===== src/rtl/mem_map_ctrl_if.sv =====
// CPU-side request/ready bus of the memory-map controller.
interface mem_map_ctrl_if #(
    parameter int ADDR_W = 8,
    parameter int DATA_W = 8
) ();
    logic              req;
    logic              we;
    logic [ADDR_W-1:0] address;
    logic [DATA_W-1:0] data_in;
    logic [DATA_W-1:0] data_out;
    logic              ready;
    logic              err;

    modport master (output req, we, address, data_in, input data_out, ready, err);
    modport slave  (input req, we, address, data_in, output data_out, ready, err);
endinterface


===== src/rtl/mem_map_ctrl.sv =====
// Memory-map controller: decodes CPU accesses onto ROM/RAM macros and an I/O port bank.
// Optional MEM_MAP_IO_READBACK_EN: I/O reads return the output register instead of port_in.
module mem_map_ctrl #(
    parameter int ADDR_W    = 8,
    parameter int DATA_W    = 8,
    parameter int ROM_TOP   = 'h80,
    parameter int RAM_TOP   = 'hE0,
    parameter int IO_BASE   = 'hF0,
    parameter int NUM_PORTS = 16,
    parameter int IO_WAIT   = 2
) (
    input  logic                        clk,
    input  logic                        reset,
    mem_map_ctrl_if.slave               bus,
    output logic [ADDR_W-1:0]           rom_addr,
    input  logic [DATA_W-1:0]           rom_data,
    output logic [ADDR_W-1:0]           ram_addr,
    output logic                        ram_we,
    output logic [DATA_W-1:0]           ram_wdata,
    input  logic [DATA_W-1:0]           ram_data,
    input  logic [NUM_PORTS*DATA_W-1:0] port_in,
    output logic [NUM_PORTS*DATA_W-1:0] port_out
);
    localparam int PW = (NUM_PORTS > 1) ? $clog2(NUM_PORTS) : 1;
    localparam int CW = 4;
    localparam logic [ADDR_W:0] ROM_END = (ADDR_W+1)'(ROM_TOP);
    localparam logic [ADDR_W:0] RAM_END = (ADDR_W+1)'(RAM_TOP);
    localparam logic [ADDR_W:0] IO_BEG  = (ADDR_W+1)'(IO_BASE);
    localparam logic [ADDR_W:0] IO_END  = (ADDR_W+1)'(IO_BASE + NUM_PORTS);

    typedef enum logic [1:0] {S_IDLE, S_MEM, S_IO, S_DONE} state_e;
    typedef enum logic [1:0] {REG_ROM, REG_RAM, REG_IO, REG_UNM} region_e;

    // Compare one bit wider so IO_BASE+NUM_PORTS may equal 2^ADDR_W.
    function automatic region_e decode(input logic [ADDR_W-1:0] a);
        logic [ADDR_W:0] aw;
        aw = {1'b0, a};
        if (aw < ROM_END) begin
            return REG_ROM;
        end else if (aw < RAM_END) begin
            return REG_RAM;
        end else if ((aw >= IO_BEG) && (aw < IO_END)) begin
            return REG_IO;
        end else begin
            return REG_UNM;
        end
    endfunction

    state_e            state_q, state_d;
    region_e           region_q, region_d, cur_region_s;
    logic [CW-1:0]     cnt_q, cnt_d;
    logic [ADDR_W-1:0] addr_q, addr_d, cur_addr_s;
    logic              we_q, we_d, cur_we_s;
    logic [DATA_W-1:0] wdata_q, wdata_d, cur_wdata_s;
    logic              ready_q, ready_d;
    logic              err_q, err_d;
    logic [DATA_W-1:0] dout_q, dout_d;
    logic [DATA_W-1:0] mem_rdata_s, port_rd_s;
    logic [PW-1:0]     pidx_s;
    logic              io_fire_s;
    logic [DATA_W-1:0] sync1_d    [NUM_PORTS];
    logic [DATA_W-1:0] sync1_q    [NUM_PORTS];
    logic [DATA_W-1:0] sync2_q    [NUM_PORTS];
    logic [DATA_W-1:0] port_out_q [NUM_PORTS];
    logic [DATA_W-1:0] port_out_d [NUM_PORTS];

    for (genvar k = 0; k < NUM_PORTS; k++) begin : g_port
        assign sync1_d[k]                     = port_in[k*DATA_W +: DATA_W];
        assign port_out[k*DATA_W +: DATA_W]   = port_out_q[k];
    end

    // In IDLE the live request is the access being accepted; afterwards the latched copy.
    assign cur_addr_s   = (state_q == S_IDLE) ? bus.address : addr_q;
    assign cur_we_s     = (state_q == S_IDLE) ? bus.we      : we_q;
    assign cur_wdata_s  = (state_q == S_IDLE) ? bus.data_in : wdata_q;
    assign cur_region_s = decode(bus.address);
    assign pidx_s       = PW'(cur_addr_s & ADDR_W'(NUM_PORTS - 1));
    assign mem_rdata_s  = (region_q == REG_ROM) ? rom_data : ram_data;
`ifdef MEM_MAP_IO_READBACK_EN
    assign port_rd_s    = port_out_q[pidx_s];
`else
    assign port_rd_s    = sync2_q[pidx_s];
`endif

    assign rom_addr      = bus.address;
    assign ram_addr      = bus.address - ADDR_W'(ROM_TOP);
    assign ram_wdata     = bus.data_in;
    assign ram_we        = reset && (state_q == S_IDLE) && bus.req && bus.we && (cur_region_s == REG_RAM);
    assign bus.ready     = ready_q;
    assign bus.err       = err_q;
    assign bus.data_out  = ((state_q == S_MEM) && !we_q) ? mem_rdata_s : dout_q;

    // Next-state, completion staging and port register updates.
    always_comb begin
        state_d    = state_q;
        region_d   = region_q;
        cnt_d      = cnt_q;
        addr_d     = addr_q;
        we_d       = we_q;
        wdata_d    = wdata_q;
        ready_d    = 1'b0;
        err_d      = 1'b0;
        dout_d     = dout_q;
        port_out_d = port_out_q;
        io_fire_s  = 1'b0;
        case (state_q)
            S_IDLE: begin
                if (bus.req) begin
                    addr_d   = bus.address;
                    we_d     = bus.we;
                    wdata_d  = bus.data_in;
                    region_d = cur_region_s;
                    case (cur_region_s)
                        REG_ROM, REG_RAM: begin
                            state_d = S_MEM;
                            ready_d = 1'b1;
                            err_d   = (cur_region_s == REG_ROM) && bus.we;
                        end
                        REG_IO: begin
                            if (IO_WAIT == 0) begin
                                state_d   = S_DONE;
                                ready_d   = 1'b1;
                                io_fire_s = 1'b1;
                            end else begin
                                state_d = S_IO;
                                cnt_d   = CW'(IO_WAIT);
                            end
                        end
                        default: begin
                            state_d = S_DONE;
                            ready_d = 1'b1;
                            err_d   = 1'b1;
                            if (!bus.we) begin
                                dout_d = {DATA_W{1'b0}};
                            end else begin
                                dout_d = dout_q;
                            end
                        end
                    endcase
                end else begin
                    state_d = S_IDLE;
                end
            end
            S_MEM: begin
                state_d = S_IDLE;
                if (!we_q) begin
                    dout_d = mem_rdata_s;
                end else begin
                    dout_d = dout_q;
                end
            end
            S_IO: begin
                cnt_d = cnt_q - CW'(1);
                if (cnt_d == CW'(0)) begin
                    state_d   = S_DONE;
                    ready_d   = 1'b1;
                    io_fire_s = 1'b1;
                end else begin
                    state_d = S_IO;
                end
            end
            S_DONE: begin
                state_d = S_IDLE;
            end
            default: begin
                state_d = S_IDLE;
            end
        endcase
        if (io_fire_s) begin
            if (cur_we_s) begin
                port_out_d[pidx_s] = cur_wdata_s;
            end else begin
                dout_d = port_rd_s;
            end
        end else begin
            port_out_d = port_out_q;
        end
    end

    // State, staged outputs, port registers and input synchronisers.
    always_ff @(posedge clk or negedge reset) begin
        if (!reset) begin
            state_q  <= S_IDLE;
            region_q <= REG_ROM;
            cnt_q    <= {CW{1'b0}};
            addr_q   <= {ADDR_W{1'b0}};
            we_q     <= 1'b0;
            wdata_q  <= {DATA_W{1'b0}};
            ready_q  <= 1'b0;
            err_q    <= 1'b0;
            dout_q   <= {DATA_W{1'b0}};
            for (int k = 0; k < NUM_PORTS; k++) begin
                port_out_q[k] <= {DATA_W{1'b0}};
                sync1_q[k]    <= {DATA_W{1'b0}};
                sync2_q[k]    <= {DATA_W{1'b0}};
            end
        end else begin
            state_q    <= state_d;
            region_q   <= region_d;
            cnt_q      <= cnt_d;
            addr_q     <= addr_d;
            we_q       <= we_d;
            wdata_q    <= wdata_d;
            ready_q    <= ready_d;
            err_q      <= err_d;
            dout_q     <= dout_d;
            port_out_q <= port_out_d;
            sync1_q    <= sync1_d;
            sync2_q    <= sync1_q;
        end
    end
endmodule


===== src/flat_wrapper.sv =====
// flat-port wrapper written by rule: the top's interface ports become plain ports
module mem_map_ctrl_flat 
#(
    parameter int ADDR_W    = 8,
    parameter int DATA_W    = 8,
    parameter int ROM_TOP   = 'h80,
    parameter int RAM_TOP   = 'hE0,
    parameter int IO_BASE   = 'hF0,
    parameter int NUM_PORTS = 16,
    parameter int IO_WAIT   = 2
)
  (clk, reset, rom_addr, rom_data, ram_addr, ram_we, ram_wdata, ram_data, port_in, port_out, bus_req, bus_we, bus_address, bus_data_in, bus_data_out, bus_ready, bus_err);
  mem_map_ctrl_if #(.ADDR_W(ADDR_W), .DATA_W(DATA_W)) bus_i ();
  input  logic clk;
  input  logic reset;
  output logic [ADDR_W-1:0] rom_addr;
  input  logic [DATA_W-1:0] rom_data;
  output logic [ADDR_W-1:0] ram_addr;
  output logic ram_we;
  output logic [DATA_W-1:0] ram_wdata;
  input  logic [DATA_W-1:0] ram_data;
  input  logic [NUM_PORTS*DATA_W-1:0] port_in;
  output logic [NUM_PORTS*DATA_W-1:0] port_out;
  input wire logic [$bits(bus_i.req)-1:0] bus_req;
  input wire logic [$bits(bus_i.we)-1:0] bus_we;
  input wire logic [$bits(bus_i.address)-1:0] bus_address;
  input wire logic [$bits(bus_i.data_in)-1:0] bus_data_in;
  output wire logic [$bits(bus_i.data_out)-1:0] bus_data_out;
  output wire logic [$bits(bus_i.ready)-1:0] bus_ready;
  output wire logic [$bits(bus_i.err)-1:0] bus_err;
  assign bus_i.req = bus_req;
  assign bus_i.we = bus_we;
  assign bus_i.address = bus_address;
  assign bus_i.data_in = bus_data_in;
  assign bus_data_out = bus_i.data_out;
  assign bus_ready = bus_i.ready;
  assign bus_err = bus_i.err;
  mem_map_ctrl #(.ADDR_W(ADDR_W), .DATA_W(DATA_W), .ROM_TOP(ROM_TOP), .RAM_TOP(RAM_TOP), .IO_BASE(IO_BASE), .NUM_PORTS(NUM_PORTS), .IO_WAIT(IO_WAIT)) u_core (.clk(clk), .reset(reset), .bus(bus_i), .rom_addr(rom_addr), .rom_data(rom_data), .ram_addr(ram_addr), .ram_we(ram_we), .ram_wdata(ram_wdata), .ram_data(ram_data), .port_in(port_in), .port_out(port_out));
endmodule

===== config.mk =====
export PLATFORM = sky130hd
export DESIGN_NAME = mem_map_ctrl_flat
export DESIGN_NICKNAME = d
export VERILOG_FILES = /design/src/rtl/mem_map_ctrl_if.sv /design/src/rtl/mem_map_ctrl.sv /design/src/flat_wrapper.sv
export SDC_FILE = /design/constraint.sdc
export NUM_CORES = 1
export LEC_CHECK = 0
export CAP_MARGIN = 10
export CORE_ASPECT_RATIO = 1.2
export CORE_MARGIN = 3
export CORE_UTILIZATION = 50
export DETAILED_ROUTE_END_ITERATION = 10
export PLACE_DENSITY = 0.8
export SLEW_MARGIN = 20
export SYNTH_ARGS = -nofsm -noshare
export SYNTH_HDL_FRONTEND = slang
export SYNTH_SLANG_ARGS = --single-unit

===== constraint.sdc =====
create_clock -name clk -period 2.5 [get_ports clk]
set_input_delay 0.375 -clock clk [delete_from_list [all_inputs] [get_ports clk]]
set_output_delay 0.375 -clock clk [all_outputs]
set_load 0.02 [all_outputs]

**Word-level counts from Yosys, hierarchy flattened**

Cells that the tools add are included.

- Register bits after elaboration: 415
- Latch bits: 0
- Bits in writable memories: 0
- Memory bits (read-only): 0
- Bits of input ports: 164
- Output and inout port bits: 163
- Logic and storage cells: 127
- Memories: 0

- Add/subtract/negate cells: 2
- Multipliers: 0
- Divide/modulo/power cells: 0
- $lt $le $gt $ge: 5
- Equality and inequality tests: 7
- Shift operators: 0
- Muxes and demuxes: 36
- Bitwise gates (word level): 1
- Reduce and logical (&&, ||, !) cells: 19

Operators with widths:

| cell | number |
|---|---|
| bitwise mux 128 bit | 1 |
| two-way mux 8 bit | 12 |
| binary-select mux 8 bit (select 4 bit) | 1 |
| demux 8 bit (select 4 bit) | 1 |
| < comparator 8 bit, second input constant | 2 |
| one-hot mux 8 bit (2 select lines) | 1 |
| two-way mux 4 bit | 3 |
| two-way mux 1 bit | 9 |
| >= comparator 8 bit, second input constant | 1 |
| one-hot mux 4 bit (2 select lines) | 1 |
| subtractor 8 bit, second input constant | 1 |
| logical AND 1 bit | 7 |
| == test 2 bit, second input constant | 3 |
| zero test 2 bit | 3 |
| two-way mux 2 bit | 3 |
| one-hot mux 2 bit (3 select lines) | 1 |
| >= comparator 5 bit, second input constant | 1 |
| < comparator 5 x 1 -> 1 bit, second input constant | 1 |
| NOT 4 -> 5 bit | 1 |
| == test 2 x 1 -> 1 bit, second input constant | 2 |
| zero test 4 bit | 1 |
| != test 2 bit, second input constant | 2 |
| one-hot mux 1 bit (2 select lines) | 2 |
| one-hot mux 2 bit (2 select lines) | 1 |
| other kinds (7) | 9 |

**Longest topological paths before layout**

Gate-level depths: netlist (run 1).

- Depth in word-level cells: 11
- Gate-level depth with buffers: 8
- Gate-level depth less buffers: 8

**Least setup slack after synthesis (run 1)**

Ideal clock, no wire load.

- Kind: reg2out
- Start point: register u_core.state_q[1]
- End point: output ram_we
- Data arrival time: 1,838 ps
- Setup slack: 287 ps
- Cell stages (with the launch flop): 7
- Path buffers: 3
- Path through: dfrtp_1 > nor2_4 > buf_6 > buf_4 > nand2_1 > clkbuf_1 > nor3_1

- Longest elaborated chain between the ends: 5

Ends and longest elaborated chain:

| item | line | text |
|---|---|---|
| from (decl) | mem_map_ctrl.sv:49 | `state_e state_q, state_d;` |
| from (signal assigned) | mem_map_ctrl.sv:198 | `state_q <= state_d;` |
| zero test 2 bit | mem_map_ctrl.sv:88 | `assign ram_we = reset && (state_q == S_IDLE) && bus.req && bus.we && (cur_region_s == REG_RAM);` |
| logical AND 1 bit (4 in series) | mem_map_ctrl.sv:88 |  |
| to (decl) | flat_wrapper.sv:19 | `output logic ram_we;` |

Every way passes these cells.

**Worst setup path after layout (run 1)**

- Start point: register u_core.we_q
- End point: output bus_data_out[1]

- Longest elaborated chain between the ends: 3

Ends and longest elaborated chain:

| item | line | text |
|---|---|---|
| from (decl) | mem_map_ctrl.sv:53 | `logic we_q, we_d, cur_we_s;` |
| from (signal assigned) | mem_map_ctrl.sv:202 | `we_q <= we_d;` |
| zero test 1 bit | mem_map_ctrl.sv:91 | `assign bus.data_out = ((state_q == S_MEM) && !we_q) ? mem_rdata_s : dout_q;` |
| logical AND 1 bit | mem_map_ctrl.sv:91 |  |
| two-way mux 8 bit | mem_map_ctrl.sv:91 |  |
| to (decl) | flat_wrapper.sv:28 | `output wire logic [$bits(bus_i.data_out)-1:0] bus_data_out;` |

Every way passes these cells.

==> results.txt, run 1 <==
Status: complete, no violations
Post-Syn Area: 14200 um2
Layout cell share with drive strength beyond 1: 0.240
CP max FO: 9
Hold depth: 1
Post-route ant nets: 0
Unique masters post-synth: 43
WL per Instance: 21.7 um
Placer Congestion: 0.794
Post-synthesis register bit count: 415
Clk sinks: 415
Peak supply drop: 651 uV
Fill cells: 1865
Hold Path Class: primary input to register
Via Count: 8515
Detailed Route WL: 35600 um
Critical path class: register to output pin
R2R depth: 8
Synthesis-to-finish area growth: 37.1%
Die H: 191 um
H-tree Lvls: 2
Crit. End Element: output pin
CP required: 2.12 ns
Worst-Margin Slew: 0.932 ns
DRC Markers: 0
Clock Root Buffer: clkbuf_16
Largest net degree at the start of global routing: 186
Die area: 30600 um2
RSZ-0062 raised after global routing: true
Tcrit/Tclk final: 0.974
Synthesis Warnings: 0
Max cap viols: 0
Worst endpoint data arrival time: 2.06 ns
Layout Nets: 1397
Starting DRT DRC Count: 512
Cell area power density: 830 nW/um2
Post-DP HPWL: 25300 um
Fin crit period: 2.43 ns
Final setup violation count: 0
Global-route wire length before repair: 54000 um
Buffers on Ports: 326
Initial antenna violation count: 0
Placement Cell Area: 18100 um2
Clk_skew: 0.0246 ns
All-layer global routing usage: 0.232
Reg area: 10400 um2
Area occupied by multi-input gates: 3560 um2
Slew HR: 0.378
Worst-Skew Late Latency: 0.52 ns
Die width: 160 um
Leakage: 0.00904 uW
Drt pass-1 iters: 4
Hold Fails Final Rpt: 0
Core Rows: 67
DR vias/cell: 5.20
Max Freq: 411 MHz
Gr ovfl total: 0
Initial Utilization: 0.509
IO Count: 327
Max Slew Vio Count: 0
CORE AREA: 28000 um2
Crit path launch type: register
Min Hold Slack: 0.286 ns
Final instance area: 19500 um2
Syn Area/Cell: 16.4 um2
Number of global-route vias before repair: 9396
Clk slew on worst S/H paths: 0.06 ns
Sequential element share of the synthesized area: 0.729
CTS max path bufs: 3
Clock buffer count from CTS: 38
Post-synthesis cell count: 867
Synth Net Count: 1033
CTS tree: built
==> synth_stat cells (all sizes together) <==
cell type,n,share of area
a21o,8,0.0042
a21oi,49,0.017
a22oi,65,0.034
a31oi,4,0.0060
and2,1,0.00044
and3,1,0.00044
and3b,1,0.00062
buf,39,0.020
clkbuf,16,0.0042
dfrtp,415,0.73
ha,2,0.0018
inv,7,0.0018
mux2,147,0.12
mux2i,9,0.0066
nand2,25,0.0087
nand2b,3,0.0013
nand3,5,0.0018
nand4,1,0.00088
nor2,25,0.024
nor2b,1,0.00044
nor3,3,0.0014
nor3b,3,0.0019
nor4,8,0.0035
o21a,1,0.00053
o21ai,19,0.0072
o31ai,3,0.0019
or3b,1,0.00062
or4,2,0.0011
or4b,2,0.0014
xnor2,1,0.00062
==> worst max-delay path, stage by stage, from the launching register on <==
cell and delay, ns:
dfrtp_1 0.42, or3b_4 0.44, buf_4 0.19, a21o_1 0.18
dlygate4sd2_1 0.34
==> placed cells by master (no fill, tap or decap), types with 5 or more instances in the layout <==
| cell | instances |
|---|---|
| buf_4 | 41 |
| mux2_1 | 5 |
| mux2i_1 | 8 |
| mux2_2 | 142 |
| clkbuf_8 | 11 |
| nor2_8 | 12 |
| nor2_1 | 6 |
| dfrtp_1 | 415 |
| o21ai_0 | 16 |
| clkbuf_16 | 39 |
| dlygate4sd2_1 | 5 |
| a21o_1 | 8 |
| a21oi_1 | 47 |
| nor2_4 | 6 |
| clkbuf_1 | 5 |
| buf_12 | 12 |
| a22oi_1 | 65 |
| clkinv_2 | 7 |
| nand2_1 | 21 |
| inv_1 | 7 |
| clkdlybuf4s50_1 | 316 |
| nand3_1 | 5 |
==> cell type report <==
type,count,share of cell area
repair buffers,379,0.195
diodes,1,0.000128
inverters,7,0.00135
clock inverters,12,0.00609
flip-flops and latches,415,0.532
well taps,379,0.0243
multi-input cells,390,0.182
clock buffers,55,0.0587
==> metal layers <==
layer	part of all wire	global-route usage	up-vias
met4	0.030	0.0751	0
met5	0	0	-
li1	-	-	3753
met2	0.54	0.428	317
met1	0.38	0.272	4386
met3	0.055	0.0448	59
==> logic make-up after synthesis <==
kind of cell             synth area share
XOR/XNOR                         0.000615
adder cells (fa/ha/maj)           0.00176
multiplexers                        0.123
buffers and inverters              0.0261
flip-flops                          0.729
AO/OA/AOI/OAI                      0.0713
AND/OR/NAND/NOR                    0.0481
==> per-stage QoR <==
step | TNS [ns] | std cells | total power (uW) | setup WS [ns] | utilization
after floorplan | 0 | 867 | 8930 | 0.287 | -
after global placement | -3.48 | 1562 | 10400 | -0.134 | 0.648
after detailed placement | -5.83 | 1562 | 10500 | -0.151 | 0.648
after CTS | 0 | 1636 | 16300 | 0.00197 | 0.695
after global routing | -0.0415 | 1637 | 16900 | -0.0385 | 0.697
final | 0 | 1638 | 16200 | 0.0659 | 0.697
==> timing repair <==
item                       in CTS  in global routing
hold buffers                    1                  0
pin swaps                       1                  1
buffers inserted                6                  1
resized for setup              13                  7
setup endpoints to repair      28                 24
hold endpoints to repair       47                  0
==> registers in the layout (all words and copies together) (netlist names) <==
| signal | flops |
|---|---|
| u_core.region_q | 2 |
| u_core.bus.ready | 1 |
| u_core.sync2_q | 128 |
| u_core.sync1_q | 128 |
| u_core.wdata_q | 8 |
| u_core.cnt_q | 4 |
| u_core.addr_q | 4 |
| u_core.dout_q | 8 |
| u_core.we_q | 1 |
| u_core.bus.err | 1 |
| u_core.state_q | 2 |
| u_core.port_out | 128 |
==> worst paths after layout <==
| path | from | endpoint | slack (ns) |
|---|---|---|---|
| setup / recovery | u_core.we_q$_DFFE_PN0P_ | bus_data_out[1] | 0.07 |
| hold / removal | port_in[80] | u_core.sync1_q[40]$_DFF_PN0_ | 0.29 |
| hold reg to reg | u_core.sync1_q[78]$_DFF_PN0_ | u_core.sync2_q[78]$_DFF_PN0_ | 0.34 |
| setup reg to reg | u_core.state_q[1]$_DFF_PN0_ | u_core.dout_q[2]$_DFF_PN0_ | 0.13 |
| min in group asynchronous | reset | u_core.port_out[72]$_DFFE_PN0P_ | 0.51 |
| max in group asynchronous | reset | u_core.dout_q[5]$_DFF_PN0_ | 0.80 |
==> report_power, final <==
part	switching [uW]	leakage, uW	internal (uW)
Sequential	236	0.00515	7150
Clock	2370	0.000626	3390
Combinational	1750	0.00326	1290
Total	4360	0.00904	11800
No activity file was read; power rests on OpenSTA's default activity.
==> run 2, diff against run 1 <==
Settings changed: CORE_UTILIZATION 50 to 45, PLACE_DENSITY 0.8 to 0.73, REMOVE_ABC_BUFFERS set to 1.
Clock period 2.5 ns to 3.1 ns, I/O delays scaled along.
==> results.txt, run 2 (synthesis gave the netlist of run 1 again) <==
Clock Root Buffer: clkbuf_16
Leakage: 0.00894 uW
All-layer global routing usage: 0.203
CTS tree: built
WL per Instance: 21.3 um
Max Slew Vio Count: 0
Crit path launch type: register
Final setup violation count: 0
CP bufs+invs: 1
Worst endpoint data arrival time: 2.48 ns
Die area: 33800 um2
Buffers on Ports: 326
Starting DRT DRC Count: 479
DR vias/cell: 5.13
Final core occ: 0.627
Post-DP HPWL: 24600 um
Gr ovfl total: 0
Crit-path max cell delay: 0.61 ns
CP required: 2.63 ns
DRC Markers: 0
Post-route ant nets: 0
Initial Utilization: 0.462
Placer Congestion: 0.753
Sequential share of power: 0.451
Crit. End Element: output pin
Hold Fails Final Rpt: 0
Tcrit/Tclk final: 0.949
Placement Cell Area: 17900 um2
CP max FO: 10
Comb pwr share: 0.174
Net switching power: 3530 uW
# diodes: 0
Synthesis-to-finish area growth: 35.8%
Crit-path cells: or3b_4 -> a21oi_2 -> a21o_1 -> clkdlybuf4s50_1
Final instance area: 19300 um2
Drt pass-1 iters: 4
Max Freq: 340 MHz
Switching share of power: 0.267
Peak supply drop: 451 uV
Clock buffer count from CTS: 39
Most common cell after layout, fill and taps aside: dfrtp_1
RSZ-0062 raised after global routing: false
Clk sinks: 415
Die width: 168 um
Crit path max-delay family: buffers and inverters
IO Count: 327
CORE AREA: 30800 um2
Hold depth: 0
Largest net degree at the start of global routing: 202
Global-route wire length before repair: 52800 um
Min Hold Slack: 0.346 ns
Commonest non-fill, non-tap cells in the layout: dfrtp_1 (413), clkdlybuf4s50_1 (320), mux2_2 (142)
Setup TNS: 0 ns
Hold Path Class: register to register
Max cap viols: 0
Cell area power density: 683 nW/um2
Detailed Route WL: 34800 um
Slew HR: 0.312
Layout Nets: 1372
R2R depth: 8
Total power: 13200 uW
Number of global-route vias before repair: 8981
Worst-Margin Slew: 1.03 ns
Initial antenna violation count: 1
Core Rows: 70
Fin crit period: 2.94 ns
Clk slew on worst S/H paths: 0.06 ns
CTS max path bufs: 3
WP depth: 4
Worst-Skew Late Latency: 0.52 ns
Clock network power share: 0.375
Via Count: 8379
Die H: 201 um
Internal: 9690 uW
Layout cell share with drive strength beyond 1: 0.222
Status: complete, no violations
H-tree Lvls: 2
Critical path class: register to output pin
Clk_skew: 0.0127 ns
CP max-delay cell: clkdlybuf4s50_1
run 2: power groups by stage:
stage          Sequential [uW]  Clock [uW]  Combinational (uW)
4_1_cts                   5960        5070                2340
6_report                  5960        4950                2300
5_1_grt                   6000        5280                2470
2_1_floorplan             6060           0                1010
3_5_place_dp              6050           0                2320
3_3_place_gp              6040           0                2280
run 2: metrics by stage:
step	cells	worst slack, ns
floorplan	812	0.0399
global placement	1557	0.0770
detailed placement	1557	0.0423
CTS	1630	0.00879
global route	1632	0.00552
finish	1632	0.159
run 2: worst paths after layout:
check,slack (ns),endpoint,start
setup reg to reg,0.16,u_core.dout_q[6]$_DFF_PN0_,u_core.state_q[0]$_DFF_PN0_
min in group asynchronous,0.42,u_core.port_out[103]$_DFFE_PN0P_,reset
hold / removal,0.35,u_core.sync2_q[125]$_DFF_PN0_,u_core.sync1_q[125]$_DFF_PN0_
setup / recovery,0.16,bus_data_out[5],u_core.state_q[1]$_DFF_PN0_
max in group asynchronous,1.33,u_core.sync1_q[12]$_DFF_PN0_,reset
hold reg to reg,0.35,u_core.sync2_q[125]$_DFF_PN0_,u_core.sync1_q[125]$_DFF_PN0_
run 2: metal layers:
metal	wire, um	share of wire	global-route usage
met1	14200	0.41	0.257
met5	13	0.00037	0
met4	713	0.020	0.0462
met3	2350	0.068	0.0420
met2	17500	0.50	0.359
run 2: timing repair:
item / 4_1_cts / 5_1_grt
endpoints found under the hold margin: 40 / 0
setup endpoints to repair: 7 / 6
buffers inserted: 1 / 1
hold buffers: 1 / 0
gates resized for setup: 6 / 7
cloned: 0 / 1
pin swaps: 1 / 2
run 2: cell type report:
class,count,area [um2]
fill,2263,11500
sequential,415,10400
multi-input combinational,391,3550
timing repair buffer,352,3510
clock buffer,55,1150
tap,396,495
clock inverter,16,223
inverter,7,26.3
==> RTL change (settings of run 1) <==
Build with the macro `MEM_MAP_IO_READBACK_EN` defined.
--- a/src/rtl/mem_map_ctrl.sv
+++ b/src/rtl/mem_map_ctrl.sv
@@ -1,5 +1,7 @@
 // Memory-map controller: decodes CPU accesses onto ROM/RAM macros and an I/O port bank.
 // Optional MEM_MAP_IO_READBACK_EN: I/O reads return the output register instead of port_in.
+`define MEM_MAP_IO_READBACK_EN
+
 module mem_map_ctrl #(
     parameter int ADDR_W    = 8,
     parameter int DATA_W    = 8,
Behaviour: not the same (a bounded check fails within 4 cycles, from zero or initial values and one cycle with reset low).
==> RTL change against run 1 <==
  * Final area shrank 46%
  * Setup slack better by 0.0097 ns
  * Largest power group unchanged
  * Sequential cell count shrank 256
  * Wire length shrank 30%
  * Critical path depth grew 4
  * Clock skew decreased by 0.015 ns
  * Synthesized area fell by 46%
  * Total power shrank 46%
==> RTL change: results (changes against run 1) <==
Syn nets: 933 (was 1033)
Internal power: 5.63 mW (was 11.8 mW)
Worst EP arrival: 2.70 ns (was 2.06 ns)
Total Wirelength: 24900 um (was 35600 um)
Grt met2 use: 47.5% (was 42.8%)
Mapped Cells: 767 (was 867)
Max stage delay on crit path: 0.50 ns (was 0.44 ns)
Router iterations before antenna repair: 8 (was 4)
Synth area leaders: dfrtp_1, a21oi_1, nor2_1 (was dfrtp_1, mux2_2, a22oi_1)
P_seq: 3.26 mW (was 7.38 mW)
CP max FO: 10 (was 9)
Final Hold Slack: 0.0867 ns (was 0.286 ns)
Seq area share: 37.6% (was 53.2%)
Seq cells: 159 (was 415)
First-pass GRT wire length: 38300 um (was 54000 um)
Area occupied by multi-input gates: 0.00304 mm2 (was 0.00356 mm2)
Nets@finish: 1134 (was 1397)
M1 wire length: 9910 um (was 13500 um)
Comb_multi_in: 516 (was 390)
Diodes inserted: 0 (was 1)
Top delay family on crit path: simple AND/OR/NAND/NOR gates (was buffers and inverters)
Highest-delay cell along the critical path: dfrtp_2 (was or3b_4)
Synth Area in Adders: 0.328% (was 0.176%)
HP Class: input pin to asynchronous set/reset pin (was input pin to register)
Clock Power Share: 29.5% (was 35.6%)
Port-buffer cells: 198 (was 326)
Pleak: 4.67 nW (was 9.04 nW)
Iter 0 DRT Violations: 662 (was 512)
Complex-gate fraction of the synthesized area: 22.6% (was 7.13%)
Commonest cells in the netlist: dfrtp_1, a21oi_1, nor2_1, a22oi_1, buf_2 (was dfrtp_1, mux2_2, a22oi_1, a21oi_1, buf_4)
Outcome: completed (unchanged)
Met2 WL post-DR: 11700 um (was 19000 um)
Routing usage on met3: 8.69% (was 4.48%)
ClkCell Share: 5.52% (was 6.48%)
NonClk Buf Share: 25.6% (was 19.5%)
Largest net degree at the start of global routing: 160 (was 186)
R2r endpoint: u_core.dout_q[1]$_DFF_PN0_ (was u_core.dout_q[2]$_DFF_PN0_)
Reg-to-reg slack, setup: 0.08 ns (was 0.13 ns)
Clock buffer depth: 2 (was 3)
Htree depth: 4 (was 2)
Routed vias/inst: 5.90 (was 5.20)
Netlist cell types: 45 (was 43)
CLK BUF: 21 (was 55)
Post CTS Setup Buffer Count: 0 (was 6)
DP Wirelength: 17100 um (was 25300 um)
Register area share after synthesis: 52.1% (was 72.9%)
Synth Area in XOR/XNOR: 0.115% (was 0.0615%)
Placer Congestion: 0.824 (was 0.794)
Filler Cells Inserted: 1079 (was 1865)
WL per Instance: 21.0 um (was 21.7 um)
-- RTL change: how the worst max path moves through the flow --
stage,from,to,slack (ns),cells after the start
6_report,u_core.state_q[0]$_DFF_PN0_,u_core.dout_q[1]$_DFF_PN0_,0.08,8
2_1_floorplan,u_core.cnt_q[2]$_DFFE_PN0P_,u_core.port_out[38]$_DFFE_PN0P_,0.53,9
3_5_place_dp,bus_address[0],u_core.dout_q[4]$_DFF_PN0_,-0.15,8
3_3_place_gp,bus_address[0],u_core.dout_q[4]$_DFF_PN0_,-0.1,8
5_1_grt,u_core.state_q[1]$_DFF_PN0_,u_core.dout_q[1]$_DFF_PN0_,0.006,8
4_1_cts,u_core.state_q[1]$_DFF_PN0_,bus_data_out[1],0.03,6
-- RTL change: metrics by stage --
stage          TNS (ns)  worst slack, ns
2_1_floorplan         0            0.527
3_3_place_gp     -0.396          -0.0955
3_5_place_dp     -0.622           -0.147
5_1_grt               0          0.00615
4_1_cts               0           0.0256
6_report              0           0.0756
